### src/rtl/ps2_pkg.sv
// Shared types, constants and helpers for the PS/2 host-side blocks.
// Imported by the host transmitter and its line synchronizers.
package ps2_pkg;

    typedef enum logic [2:0] {
        IDLE      = 3'd0,
        INHIBIT   = 3'd1,
        REQ       = 3'd2,
        SEND      = 3'd3,
        ACK       = 3'd4,
        WAIT_IDLE = 3'd5
    } ps2_state_t;

    // Start + 8 data + parity + stop
    localparam int FRAME_BITS = 11;

    localparam logic [7:0] CMD_SET_LEDS = 8'hED;
    localparam logic [7:0] CMD_RESET    = 8'hFF;

    // PS/2 frames carry odd parity: the parity bit makes the total count of ones odd
    function automatic logic odd_parity(input logic [7:0] data);
        return ~^data;
    endfunction

    function automatic int max3(input int a, input int b, input int c);
        int m;
        m = (a > b) ? a : b;
        return (m > c) ? m : c;
    endfunction

endpackage

### src/rtl/ps2_host_tx_if.sv
// Command handshake between system logic and the PS/2 host transmitter.
// master = requester (system logic), slave = transmitter.
interface ps2_host_tx_if;

    logic [7:0] tx_data;
    logic       tx_valid;
    logic       tx_ready;
    logic       tx_done;
    logic       tx_error;

    modport master (
        output tx_data,
        output tx_valid,
        input  tx_ready,
        input  tx_done,
        input  tx_error
    );

    modport slave (
        input  tx_data,
        input  tx_valid,
        output tx_ready,
        output tx_done,
        output tx_error
    );

endinterface

### src/rtl/ps2_line_sync.sv
// Two-flop synchronizer for an asynchronous PS/2 pin plus a registered
// falling-edge flag that fires one cycle after the synchronized level drops.
module ps2_line_sync (
    input  logic clock,
    input  logic reset,
    input  logic pin,
    output logic level,
    output logic fall
);

    logic meta_r;
    logic sync_r;
    logic prev_r;
    logic fall_r;

    // Synchronizer chain and edge flag; an idle PS/2 line floats high
    always_ff @(posedge clock) begin
        if (reset) begin
            meta_r <= 1'b1;
            sync_r <= 1'b1;
            prev_r <= 1'b1;
            fall_r <= 1'b0;
        end else begin
            meta_r <= pin;
            sync_r <= meta_r;
            prev_r <= sync_r;
            fall_r <= prev_r & ~sync_r;
        end
    end

    assign level = sync_r;
    assign fall  = fall_r;

endmodule

### src/rtl/ps2_host_tx.sv
// Host-to-device PS/2 transmitter: inhibits the bus, issues a request-to-send,
// shifts one byte out on device clock falling edges and checks the device ACK.
module ps2_host_tx
    import ps2_pkg::*;
#(
    parameter int INHIBIT_CYCLES = 6000,
    parameter int SETUP_CYCLES   = 50,
    parameter int TIMEOUT_CYCLES = 1_000_000
) (
    input  logic         clock,
    input  logic         reset,
    ps2_host_tx_if.slave bus,
    input  logic         ps2_clk_in,
    input  logic         ps2_data_in,
    output logic         ps2_clk_oe,
    output logic         ps2_data_oe
);

    localparam int CNT_MAX = max3(INHIBIT_CYCLES, SETUP_CYCLES, TIMEOUT_CYCLES);
    localparam int CNT_W   = ($clog2(CNT_MAX) < 2) ? 2 : $clog2(CNT_MAX);

    typedef logic [CNT_W-1:0] cnt_t;

    localparam cnt_t CNT_ZERO     = {CNT_W{1'b0}};
    localparam cnt_t CNT_ONE      = {{(CNT_W-1){1'b0}}, 1'b1};
    localparam cnt_t INHIBIT_LAST = cnt_t'(INHIBIT_CYCLES - 1);
    localparam cnt_t SETUP_LAST   = cnt_t'(SETUP_CYCLES - 1);
    localparam cnt_t TIMEOUT_LAST = cnt_t'(TIMEOUT_CYCLES - 1);

    ps2_state_t state_r, state_s;
    cnt_t       cnt_r, cnt_s;
    logic [3:0] bit_cnt_r, bit_cnt_s;
    logic [7:0] data_r, data_s;
    logic       parity_r, parity_s;
    logic       clk_oe_r, clk_oe_s;
    logic       data_oe_r, data_oe_s;
    logic       ready_r, ready_s;
    logic       done_r, done_s;
    logic       error_r, error_s;
    logic       timeout_s;

    logic       clk_level_s;
    logic       clk_fall_s;
    logic       data_level_s;
    logic       data_fall_unused_s;

    ps2_line_sync u_clk_sync (
        .clock (clock),
        .reset (reset),
        .pin   (ps2_clk_in),
        .level (clk_level_s),
        .fall  (clk_fall_s)
    );

    ps2_line_sync u_data_sync (
        .clock (clock),
        .reset (reset),
        .pin   (ps2_data_in),
        .level (data_level_s),
        .fall  (data_fall_unused_s)
    );

    // State, counters and every output are registered here
    always_ff @(posedge clock) begin
        if (reset) begin
            state_r   <= IDLE;
            cnt_r     <= CNT_ZERO;
            bit_cnt_r <= 4'd0;
            data_r    <= 8'h00;
            parity_r  <= 1'b0;
            clk_oe_r  <= 1'b0;
            data_oe_r <= 1'b0;
            ready_r   <= 1'b1;
            done_r    <= 1'b0;
            error_r   <= 1'b0;
        end else begin
            state_r   <= state_s;
            cnt_r     <= cnt_s;
            bit_cnt_r <= bit_cnt_s;
            data_r    <= data_s;
            parity_r  <= parity_s;
            clk_oe_r  <= clk_oe_s;
            data_oe_r <= data_oe_s;
            ready_r   <= ready_s;
            done_r    <= done_s;
            error_r   <= error_s;
        end
    end

    // Next-state logic; one shared counter times inhibit, setup and the edge-gap watchdog
    always_comb begin
        state_s   = state_r;
        cnt_s     = cnt_r;
        bit_cnt_s = bit_cnt_r;
        data_s    = data_r;
        parity_s  = parity_r;
        clk_oe_s  = clk_oe_r;
        data_oe_s = data_oe_r;
        done_s    = 1'b0;
        error_s   = 1'b0;
        timeout_s = (cnt_r == TIMEOUT_LAST) && !clk_fall_s;

        case (state_r)
            IDLE: begin
                clk_oe_s  = 1'b0;
                data_oe_s = 1'b0;
                cnt_s     = CNT_ZERO;
                bit_cnt_s = 4'd0;
                if (bus.tx_valid && ready_r) begin
                    data_s   = bus.tx_data;
                    parity_s = odd_parity(bus.tx_data);
                    clk_oe_s = 1'b1;
                    state_s  = INHIBIT;
                end else begin
                    state_s  = IDLE;
                end
            end

            INHIBIT: begin
                if (cnt_r == INHIBIT_LAST) begin
                    cnt_s     = CNT_ZERO;
                    data_oe_s = 1'b1;
                    state_s   = REQ;
                end else begin
                    cnt_s     = cnt_r + CNT_ONE;
                end
            end

            REQ: begin
                if (cnt_r == SETUP_LAST) begin
                    cnt_s     = CNT_ZERO;
                    bit_cnt_s = 4'd0;
                    clk_oe_s  = 1'b0;
                    state_s   = SEND;
                end else begin
                    cnt_s     = cnt_r + CNT_ONE;
                end
            end

            SEND: begin
                if (clk_fall_s) begin
                    cnt_s     = CNT_ZERO;
                    bit_cnt_s = bit_cnt_r + 4'd1;
                    // bit_cnt_r holds k-1 for the edge being served
                    if (bit_cnt_r < 4'd8) begin
                        data_oe_s = ~data_r[bit_cnt_r[2:0]];
                    end else if (bit_cnt_r == 4'd8) begin
                        data_oe_s = ~parity_r;
                    end else begin
                        data_oe_s = 1'b0;
                        state_s   = ACK;
                    end
                end else if (timeout_s) begin
                    cnt_s     = CNT_ZERO;
                    clk_oe_s  = 1'b0;
                    data_oe_s = 1'b0;
                    error_s   = 1'b1;
                    state_s   = IDLE;
                end else begin
                    cnt_s     = cnt_r + CNT_ONE;
                end
            end

            ACK: begin
                if (clk_fall_s) begin
                    cnt_s     = CNT_ZERO;
                    if (data_level_s) begin
                        error_s = 1'b1;
                        state_s = IDLE;
                    end else begin
                        state_s = WAIT_IDLE;
                    end
                end else if (timeout_s) begin
                    cnt_s     = CNT_ZERO;
                    clk_oe_s  = 1'b0;
                    data_oe_s = 1'b0;
                    error_s   = 1'b1;
                    state_s   = IDLE;
                end else begin
                    cnt_s     = cnt_r + CNT_ONE;
                end
            end

            WAIT_IDLE: begin
                if (clk_level_s && data_level_s) begin
                    cnt_s   = CNT_ZERO;
                    done_s  = 1'b1;
                    state_s = IDLE;
                end else if (clk_fall_s) begin
                    cnt_s   = CNT_ZERO;
                end else if (timeout_s) begin
                    cnt_s     = CNT_ZERO;
                    clk_oe_s  = 1'b0;
                    data_oe_s = 1'b0;
                    error_s   = 1'b1;
                    state_s   = IDLE;
                end else begin
                    cnt_s   = cnt_r + CNT_ONE;
                end
            end

            default: begin
                cnt_s     = CNT_ZERO;
                clk_oe_s  = 1'b0;
                data_oe_s = 1'b0;
                state_s   = IDLE;
            end
        endcase

        ready_s = (state_s == IDLE);
    end

    assign bus.tx_ready  = ready_r;
    assign bus.tx_done   = done_r;
    assign bus.tx_error  = error_r;
    assign ps2_clk_oe    = clk_oe_r;
    assign ps2_data_oe   = data_oe_r;

endmodule

### src/flat_wrapper.sv
// flat-port wrapper written by rule: the top's interface ports become plain ports
module ps2_host_tx_flat import ps2_pkg::*;
#(
    parameter int INHIBIT_CYCLES = 6000,
    parameter int SETUP_CYCLES   = 50,
    parameter int TIMEOUT_CYCLES = 1_000_000
)
  (clock, reset, ps2_clk_in, ps2_data_in, ps2_clk_oe, ps2_data_oe, bus_tx_data, bus_tx_valid, bus_tx_ready, bus_tx_done, bus_tx_error);
  ps2_host_tx_if bus_i ();
  input  logic clock;
  input  logic reset;
  input  logic ps2_clk_in;
  input  logic ps2_data_in;
  output logic ps2_clk_oe;
  output logic ps2_data_oe;
  input wire logic [$bits(bus_i.tx_data)-1:0] bus_tx_data;
  input wire logic [$bits(bus_i.tx_valid)-1:0] bus_tx_valid;
  output wire logic [$bits(bus_i.tx_ready)-1:0] bus_tx_ready;
  output wire logic [$bits(bus_i.tx_done)-1:0] bus_tx_done;
  output wire logic [$bits(bus_i.tx_error)-1:0] bus_tx_error;
  assign bus_i.tx_data = bus_tx_data;
  assign bus_i.tx_valid = bus_tx_valid;
  assign bus_tx_ready = bus_i.tx_ready;
  assign bus_tx_done = bus_i.tx_done;
  assign bus_tx_error = bus_i.tx_error;
  ps2_host_tx #(.INHIBIT_CYCLES(INHIBIT_CYCLES), .SETUP_CYCLES(SETUP_CYCLES), .TIMEOUT_CYCLES(TIMEOUT_CYCLES)) u_core (.clock(clock), .reset(reset), .bus(bus_i), .ps2_clk_in(ps2_clk_in), .ps2_data_in(ps2_data_in), .ps2_clk_oe(ps2_clk_oe), .ps2_data_oe(ps2_data_oe));
endmodule
### config.mk
export PLATFORM = sky130hd
export DESIGN_NAME = ps2_host_tx_flat
export DESIGN_NICKNAME = d
export VERILOG_FILES = /design/src/rtl/ps2_pkg.sv /design/src/rtl/ps2_host_tx_if.sv /design/src/rtl/ps2_line_sync.sv /design/src/rtl/ps2_host_tx.sv /design/src/flat_wrapper.sv
export SDC_FILE = /design/constraint.sdc
export NUM_CORES = 1
export LEC_CHECK = 0
export BUFFER_PORTS_ARGS = -buffer_cell sky130_fd_sc_hd__buf_4
export CORE_UTILIZATION = 64
export CTS_CLUSTER_SIZE = 30
export DETAILED_ROUTE_END_ITERATION = 10
export PLACE_DENSITY = 0.86
export SLEW_MARGIN = 20
export SYNTH_ARGS = -nofsm -noshare
export SYNTH_HDL_FRONTEND = slang
export SYNTH_SLANG_ARGS = --single-unit
### constraint.sdc
create_clock -name clock -period 3.12 [get_ports clock]
set_clock_uncertainty 0.15 [all_clocks]
set_input_delay 0.156 -clock clock [delete_from_list [all_inputs] [get_ports clock]]
set_output_delay 0.156 -clock clock [all_outputs]
set_load 0.01 [all_outputs]
[Yosys cells after proc, flatten, opt, wreduce, memory -nomap -nowiden]
Cells that the tools add are included.
Word-level totals
  logic and storage cells: 98
  output and inout port bits: 5
  register bits after elaboration: 47
Cells by class
  muxes and demuxes: 44
  bitwise logic cells: 7
  reductions and logical operators: 14
  equality and inequality tests: 13
  $lt $le $gt $ge: 2
  $add $sub $neg: 2
Operator list (number)
  20-bit two-way mux: 5
  20-bit case mux with 4 select lines: 1
  3-bit two-way mux: 10
  20-bit by 1-bit adder with 20-bit output (second input constant): 1
  20-bit by 13-bit equality test with 1-bit output (second input constant): 1
  20-bit equality test (second input constant): 1
  20-bit by 6-bit equality test with 1-bit output (second input constant): 1
  1-bit two-way mux: 20
  3-bit case mux with 6 select lines: 1
  4-bit case mux with 3 select lines: 1
  1-bit case mux with 5 select lines: 2
  3-bit AND reduction: 3
  4-bit two-way mux: 2
  8-bit XNOR reduction: 1
  3-bit by 2-bit equality test with 1-bit output (second input constant): 2
  3-bit equality test (second input constant): 2
  3-bit zero test: 2
  1-bit inverter: 6
  4-bit by 1-bit adder with 4-bit output (second input constant): 1
  4-bit equality test (second input constant): 1
  3-bit by 4-bit < comparator with 1-bit output (second input constant): 1
  4-bit < comparator (second input constant): 1
  2-bit by 1-bit != test with 1-bit output (second input constant): 2
  2-bit != test (second input constant): 2
  other kinds (9): 12

[Longest topological paths before layout]
Gate-level depths: netlist (run 1).
  word-level depth: 7
  depth in mapped cells: 7
  gate-level depth less buffers: 7

[Modules after synthesis]
From an unflattened synthesis (run 1), not the netlist that was laid out.
Unflattened totals
  cell total of the unflattened synthesis: 277
  area total of the unflattened synthesis: 2387.3 µm²
Modules (own cells, without submodules)
  ps2_host_tx: times used 1, seq. area each 820.8 µm², cells an instance 261, area each 2174.6 µm²
  ps2_line_sync: times used 2, seq. area each 80.1 µm², cells an instance 8, area each 106.4 µm²

[Worst setup path after synthesis (run 1)]
OpenSTA, ideal clock, no wires.
  kind: register to register
  start: register u_core.cnt_r[6]
  end: register u_core.cnt_r[10]
  slack: 1029 ps
  arrival: 1826 ps
  setup time: 115 ps
  clock period less this slack: 2091 ps
  stages on the path, launching flop included: 7
  path through: dfxtp_1 -> or4_4 -> nor3_4 -> a31oi_4 -> o31ai_2 -> buf_4 -> nor2_1
Between the ends
  word-level cells in the longest chain between the ends: 6
  elaborated cells on any way between the ends: 11
  classes of those cells: add/sub (1); eq/ne (3); mux (6); reduce/logical (1)
RTL lines
  from (decl): line ps2_host_tx.sv:31  | cnt_t cnt_r, cnt_s;
  from (signal assigned): line ps2_host_tx.sv:78  | cnt_r <= cnt_s;
  parallel branches: the longest is 5 deep, another holds 20-bit by 1-bit adder with 20-bit output
  20-bit case mux with 4 select lines (*): line ps2_host_tx.sv:103  | case (state_r)
Mark *: on every way between the ends.
A chain may end at the register's enable or synchronous reset.

[Final worst setup path (run 1)]
  start: register u_core.cnt_r[0]
  end: register u_core.cnt_r[19]
Same word-level chain as after synthesis.

==> metrics.md, run 1 <==
| Metric | Value |
|---|---|
| Status | `completed` |
| Reg power frac | `49.2%` |
| CP delay by family, top | `simple AND/OR/NAND/NOR gates` |
| Cell Pwr Density | `471.0 nW/µm²` |
| Top FF cell, synth | `dfxtp_1` |
| Post-cts sizing count | `0` |
| Total leakage power | `0.9374 nW` |
| TritonCTS Sinks | `between 40 and 50` |
| Post-Syn Nets | `295` |
| CTS tree | `built` |
| GRT Util Overall | `between 20% and 30%` |
| Number of flops mapped to enable cells by yosys | `0` |
| CP arrival | `approximately 2.4 ns` |
| Vias in the first global route | `1935` |
| DRC violations left | `0` |
| Worst Max-Slew Pin Slew | `about 0.5 ns` |
| Root Driver | `clkbuf_8` |
| Final Net Count | `~320` |
| Max Slew Vio Count | `0` |
| Chip Height | `62.69 µm` |
| Clock power frac | `41.1%` |
| Worst setup SP type | `flop` |
| RR Startpoint | `u_core.cnt_r[0]` |
| Cell count after synthesis | `approximately 280` |
| Seq cells post-synth | `between 40 and 50` |
| Hold Crit Class | `primary input to flop` |
| Antenna violations before repair | `0` |
| Non-filler cells, final | `between 300 and 400` |
| Clk buf depth | `2` |
| GPL Wtd Cong | `~0.9` |
| Required time worst endpoint | `roughly 3.2 ns` |
| Placed cell count | `332` |
| Part of the power in combinational logic | `9.7%` |
| Total routed wirelength | `between 5000 and 6000 µm` |
| Area growth, synth to finish | `16.03%` |
| Worst slew margin | `between 60% and 70%` |
| Full die area | `3930 µm²` |
| Asr flop ratio synth | `0%` |
| Cts bufs inserted | `5` |
| Skew-Pair Late Insertion Delay | `just over 0.3 ns` |
| Initial Utilization | `between 60% and 70%` |
| Max incr delay on CP | `approximately 0.53 ns` |
| Final hold vios | `0` |
| Clock-pin slew on the worst setup and hold paths | `~0.090 ns` |
| PortBufs | `17` |
| Site Rows | `21` |
| Setup Crit Path Kind | `flop to flop` |
| Sum of negative setup slack | `0 ns` |
| Max Cap Violations | `0` |
| Setup violators final | `0` |
| Detailed-route via count | `between 2k and 2.5k` |
| RSZ-0062 raised after global routing | `false` |
| Largest net degree at the start of global routing | `25` |
| Peak VDD IR | `between 0.3 and 0.4 mV` |
| Number of vias per cell | `5.877` |
| Setup bufs post-CTS | `0` |
| Hold path startpoint | `bus_tx_data[1]` |
| Congestion Overflow GR | `0` |
| CP bufs+invs | `1` |
| 1st-iter DRT viols | `about 210` |
| First-pass GRT wire length | `8776 µm` |
| Max Fclk | `419.5 MHz` |
| Mapped cell area | `2357 µm²` |
| Internal | `999.0 µW` |
| Period utilisation layout | `roughly three quarters` |
| Sequential share of the synthesized area | `around two fifths` |
| Hold buffers post-CTS | `9` |
| Crit Path Max Fanout | `20` |
| R2R Setup Slk | `roughly 0.74 ns` |
| CP max stage cell | `nor3_1` |
| Post-DRT Antenna Nets | `0` |
| Worst setup path start | `u_core.cnt_r[0]` |
| DR pass1 iterations | `5` |
| H-tree depth | `2` |
| Die X | `between 60 and 70 µm` |
| Crit end category | `flop` |
| Most frequent cells in the layout | `dfxtp_1 (47), nor2_1 (37), nand2_1 (33)` |
| YS warnings | `0` |
| Core Region | `~3400 µm²` |
| # diodes | `0` |
| WL/cell | `approximately 15 µm` |
| Fraction of layout cells with a size suffix above 1 | `13.53%` |
| Ports | `18` |
| CP cell instances | `ha_1, nand3_1, nor3_1, a211oi_1, o31ai_2, buf_4, nor2_1` |
| Min Tclk post-route | `between 2 and 2.5 ns` |
| Post-Syn Area per Cell | `8.479 µm²` |
| Sw Share | `~22%` |
| Net switching power | `289.3 µW` |
| Commonest non-fill, non-tap cell in the layout | `dfxtp_1` |
| HPWL Detailed | `between 3000 and 4000 µm` |
| Distinct cells, synth | `53` |
[metal layers]
metal / up-vias / track usage [%] / wire length (µm)
li1: 1013 / - / -
met1: 941 / 35.47 / 2255
met2: 82 / 47.83 / 2420
met3: 15 / 7.117 / 318
met4: 0 / 12.21 / 113
met5: - / 0 / 0
[power by group through the flow]
stage / Sequential [mW] / Clock (mW) / Combinational (mW)
finish: 0.634 / 0.529 / 0.125
global route: 0.637 / 0.557 / 0.136
detailed placement: 0.647 / 0 / 0.110
global placement: 0.647 / 0 / 0.108
CTS: 0.634 / 0.535 / 0.122
floorplan: 0.642 / 0 / 0.0786
[cell families (layout without fill, tap and decap cells)]
kind of cell,count (synthesis),after routing,share of synthesized area (%)
mux,4,4,2.760
compound gates,50,50,14.65
simple gates,128,128,27.76
fa+ha+maj,4,4,2.123
buf+inv,20,45,3.503
flops,47,47,39.91
xor+xnor,25,25,9.289
[worst register-to-register path, cell delays in order (launching register included)]
cell and delay, ns:
dfxtp_1 0.40, ha_1 0.21, nand3_1 0.27, nor3_1 0.53, a211oi_1 0.16, o31ai_2 0.19
buf_4 0.28, nor2_1 0.08
[through the flow]
step	instance area (µm²)	hold WS (ns)	power (mW)	util (%)	setup WS, ns
floorplan	2357	0.1098	0.7209	-	1.029
global placement	2509	0.1924	0.7555	72.88	0.8782
detailed placement	2509	0.1940	0.7571	72.88	0.7650
CTS	2735	0.02047	1.291	79.46	0.7577
global route	2735	0.01055	1.331	79.46	0.4744
finish	2735	0.02265	1.288	79.46	0.7363
[state kept, by name, indices dropped and copies added, names as in the netlist, 3 cells and up]
signal and count:
u_core.bit_cnt_r 4, u_core.cnt_r 20, u_core.data_r 8, u_core.state_r 3
[worst paths after layout]
path | end | depth (start not counted)
max | u_core.cnt_r[19] | 7
min | u_core.data_r[1] | 3
max reg2reg | u_core.cnt_r[19] | 7
min reg2reg | u_core.u_data_sync.level | 1
[area by class of cell]
cell class | count | area, µm²
clock buffers | 5 | 68.82
clock inverters | 3 | 67.56
fillers | 233 | 706.9
inverters | 9 | 33.78
multi-input cells | 211 | 1334
flip-flops and latches | 47 | 940.9
well taps | 46 | 57.56
repair buffers | 28 | 232.7
[Yosys cell counts, types with 2 or more instances]
library cell	count	area share (%)
mux2i_1	2	0.85
nand3_1	10	2.1
nor4b_1	2	0.74
or4_4	2	0.96
nor2b_1	2	0.53
nand2_1	33	5.3
nand4_1	4	1.1
inv_1	9	1.4
o21ai_1	2	0.42
o211ai_1	2	0.64
xnor2_1	19	7.1
mux4_2	2	1.9
clkbuf_1	9	1.4
buf_4	2	0.64
and2_1	3	0.80
nand2b_1	4	1.1
nor3_1	7	1.5
xor2_1	6	2.2
nor2_1	37	5.9
a211oi_1	3	0.96
or2_2	5	1.3
dfxtp_1	47	40
o21ai_0	6	1.3
ha_1	4	2.1
a311oi_1	3	1.1
and3_1	4	1.1
nand4b_1	3	1.1
a21oi_1	17	3.6
or3_1	3	0.80
a21o_1	3	0.96
No activity file was read; power rests on OpenSTA's default activity.
==> inputs of run 2 (changes only) <==
Settings changed: CORE_UTILIZATION 64 to 59, PLACE_DENSITY 0.86 to 0.8.
Clock period 3.12 ns to 2.2 ns, I/O delays scaled along.
==> run 2 against run 1 <==
Effect of this change:
- sequential power grew 41%
- clock-buffer cell count rose by 1
- non-clock buffer count rose by 25
- first-iteration DRC count down 22%
- flip-flop and latch count unchanged
- sequential share of layout area fell by 2.2 points
- clock power shrank 1%
- final cell count grew 7.7%
- combinational power is 50% higher
==> metrics.md, run 2 (same netlist as run 1, synthesis figures left out) <==
| Metric | Value |
|---|---|
| RR Startpoint | `u_core.cnt_r[7]` |
| WL/cell | `13.51 µm (-7.7%)` |
| Detailed-route via count | `2104 (+2.6%)` |
| Hold_ws | `0.1556 ns (+0.1330 ns)` |
| CP cell instances | `or4_4, nor4_4, a21boi_2, o31ai_4, buf_4, nor2_1` |
| R2R Setup Slk | `0.03 ns (-0.71 ns)` |
| Post-DRT Antenna Nets | `0 (unchanged)` |
| Hold EP | `u_core.ps2_clk_oe` |
| Full die area | `4252 µm² (+8.2%)` |
| Vias in the first global route | `1924 (-0.57%)` |
| Initial Utilization | `62.97% (-5.5 points)` |
| TritonCTS Sinks | `47 (unchanged)` |
| 1st-iter DRT viols | `162 (-22%)` |
| Ports | `18 (unchanged)` |
| Period utilisation layout | `98.72% (+22 points)` |
| Clk buf depth | `2 (unchanged)` |
| Largest net degree at the start of global routing | `25 (unchanged)` |
| Antenna violations before repair | `0 (unchanged)` |
| Worst setup SP type | `flop` |
| Pre-CTS setup slack | `0.04789 ns (-0.7171 ns)` |
| Clock-pin slew on the worst setup and hold paths | `0.09 ns (about the same)` |
| Max Cap Violations | `0 (unchanged)` |
| FF-to-FF path depth | `6 (-1)` |
| Setup ws final | `0.02811 ns (-0.7082 ns)` |
| PortBufs | `17 (unchanged)` |
| Worst Max-Slew Pin Slew | `0.4615 ns (-0.04010 ns)` |
| Storage element area | `942.2 µm² (+0.13%)` |
| Max Fclk | `460.4 MHz (+9.7%)` |
| Commonest non-fill, non-tap cell in the layout | `dfxtp_1` |
| Status | `completed` |
| Area growth, synth to finish | `24.26%` |
| Layout filler cell count | `267 (+15%)` |
| Sum of negative setup slack | `0 ns (unchanged)` |
| CP arrival | `2.22 ns (-0.20 ns)` |
| Total routed wirelength | `5080 µm (-0.55%)` |
| Number of vias per cell | `5.596 (-4.8%)` |
| Max incr delay on CP | `0.58 ns (+0.05 ns)` |
| HPWL Detailed | `3411 µm (+4.6%)` |
| Area of the multi-input gates | `1370 µm² (+2.7%)` |
| DR pass1 iterations | `4 (-1)` |
| CTS tree | `built` |
| Final Net Count | `344 (+7.8%)` |
| Worst slew margin | `69.05% (+2.7 points)` |
| Most frequent cells in the layout | `dfxtp_1 (46), buf_4 (40), nor2_1 (37)` |
| Fraction of layout cells with a size suffix above 1 | `20.73% (+7.2 points)` |
| DRC violations left | `0 (unchanged)` |
| Root Driver | `clkbuf_8` |
| Site Rows | `22 (+4.8%)` |
| Required time worst endpoint | `2.25 ns (-0.91 ns)` |
| Cts bufs inserted | `5 (unchanged)` |
| FF-to-FF End | `u_core.cnt_r[15]` |
| Core Region | `3744 µm² (+8.8%)` |
| Setup Crit Path Kind | `flop to flop` |
| Max Slew Vio Count | `0 (unchanged)` |
| Placed cell count | `352 (+6.0%)` |
| Die X | `65.21 µm (+4.0%)` |
| Total leakage power | `1.049 nW (+12%)` |
| GPL Wtd Cong | `0.8538 (-2.8%)` |
| Cell Pwr Density | `548.4 nW/µm² (+16%)` |
| Hold path startpoint | `bus_tx_valid` |
| # diodes | `0 (unchanged)` |
| Final hold vios | `0 (unchanged)` |
| CP max stage cell | `or4_4` |
| Peak VDD IR | `0.5039 mV (+38%)` |
| Skew-Pair Late Insertion Delay | `0.30 ns (about the same)` |
| Max reg flops | `20 (unchanged)` |
| Non-filler cells, final | `376 (+7.7%)` |
| CP delay by family, top | `simple AND/OR/NAND/NOR gates` |
| Worst setup path start | `u_core.cnt_r[7]` |
| First-pass GRT wire length | `8473 µm (-3.5%)` |
| Regs by FF count | `u_core.cnt_r: 20 flops, u_core.data_r: 8 flops, u_core.bit_cnt_r: 4 flops` |
| Hold Crit Class | `primary input to flop` |
| Crit end category | `flop` |
| Chip Height | `65.21 µm (+4.0%)` |
| CP bufs+invs | `1 (unchanged)` |
| Setup violators final | `0 (unchanged)` |
| Worst Hold Depth | `4 (+1)` |
| Crit Path Max Fanout | `5 (-75%)` |
| RSZ-0062 raised after global routing | `true` |
| Reg with most FFs | `u_core.cnt_r` |
| Congestion Overflow GR | `0 (unchanged)` |
| Min Tclk post-route | `2.172 ns (-0.2118 ns)` |
| Power Total | `1.606 mW (+25%)` |
| GRT Util Overall | `25.41% (-3.4 points)` |
| H-tree depth | `2 (unchanged)` |
-- run 2: changes by cell type in the layout (fill, tap and decap cells not counted), sizes merged --
cell / before / now
clkbuf: 5 / 6
buf: 19 / 42
bufinv: 2 / 0
clkinv: 0 / 2
dlygate4sd3: 9 / 11
clkinvlp: 1 / 0
-- run 2: worst register-to-register path: stages (launching register included) --
cell      delay (ns)
dfxtp_2         0.33
or4_4           0.58
nor4_4          0.33
a21boi_2        0.13
o31ai_4         0.30
buf_4           0.21
nor2_1          0.05
-- run 2: power breakdown --
group          switching, mW  leakage [nW]  internal (mW)
Combinational         0.0888         0.621         0.0987
Sequential            0.0210         0.382          0.876
Clock                  0.293        0.0454          0.228
Total                  0.403          1.05           1.20
-- run 2: how the worst max path moves through the flow --
stage	end	slack [ns]	cells after the start
final	u_core.cnt_r[15]	0.03	6
after global routing	u_core.ps2_clk_oe	-0.07	6
after CTS	u_core.cnt_r[2]	0.03	6
after detailed placement	u_core.cnt_r[2]	0.05	6
after global placement	u_core.cnt_r[10]	0.11	6
after floorplan	u_core.cnt_r[13]	0.11	6
-- run 2: final cells by class --
class	count	area share, %
clock inverter	2	0.5980
tap	48	2.050
clock buffer	6	2.478
timing repair buffer	53	14.78
multi-input combinational	211	46.77
inverter	9	1.153
sequential	47	32.17
-- run 2: timing repair --
action                                  in CTS  in global routing
setup buffers                                0                  3
hold buffers                                11                  0
gates resized for setup                      0                 13
hold endpoints to repair                    10                  0
endpoints found under the setup margin       0                 21
-- run 2: through the flow --
| step | util, % | cell area, µm² |
|---|---|---|
| 2_1_floorplan | - | 2357 |
| 3_3_place_gp | 70.69 | 2646 |
| 3_5_place_dp | 70.69 | 2646 |
| 4_1_cts | 76.04 | 2846 |
| 5_1_grt | 78.24 | 2929 |
| 6_report | 78.24 | 2929 |
-- run 2: routing by layer --
layer / GRT usage (%) / vias to the layer above / part of all wire (%) / wire length, µm
met1: 34.82 / 977 / 49 / 2500
met2: 39.82 / 55 / 44 / 2253
met5: 0 / - / 0 / 0
li1: - / 1062 / - / -
met3: 5.903 / 10 / 4.9 / 250
met4: 7.065 / 0 / 1.5 / 76
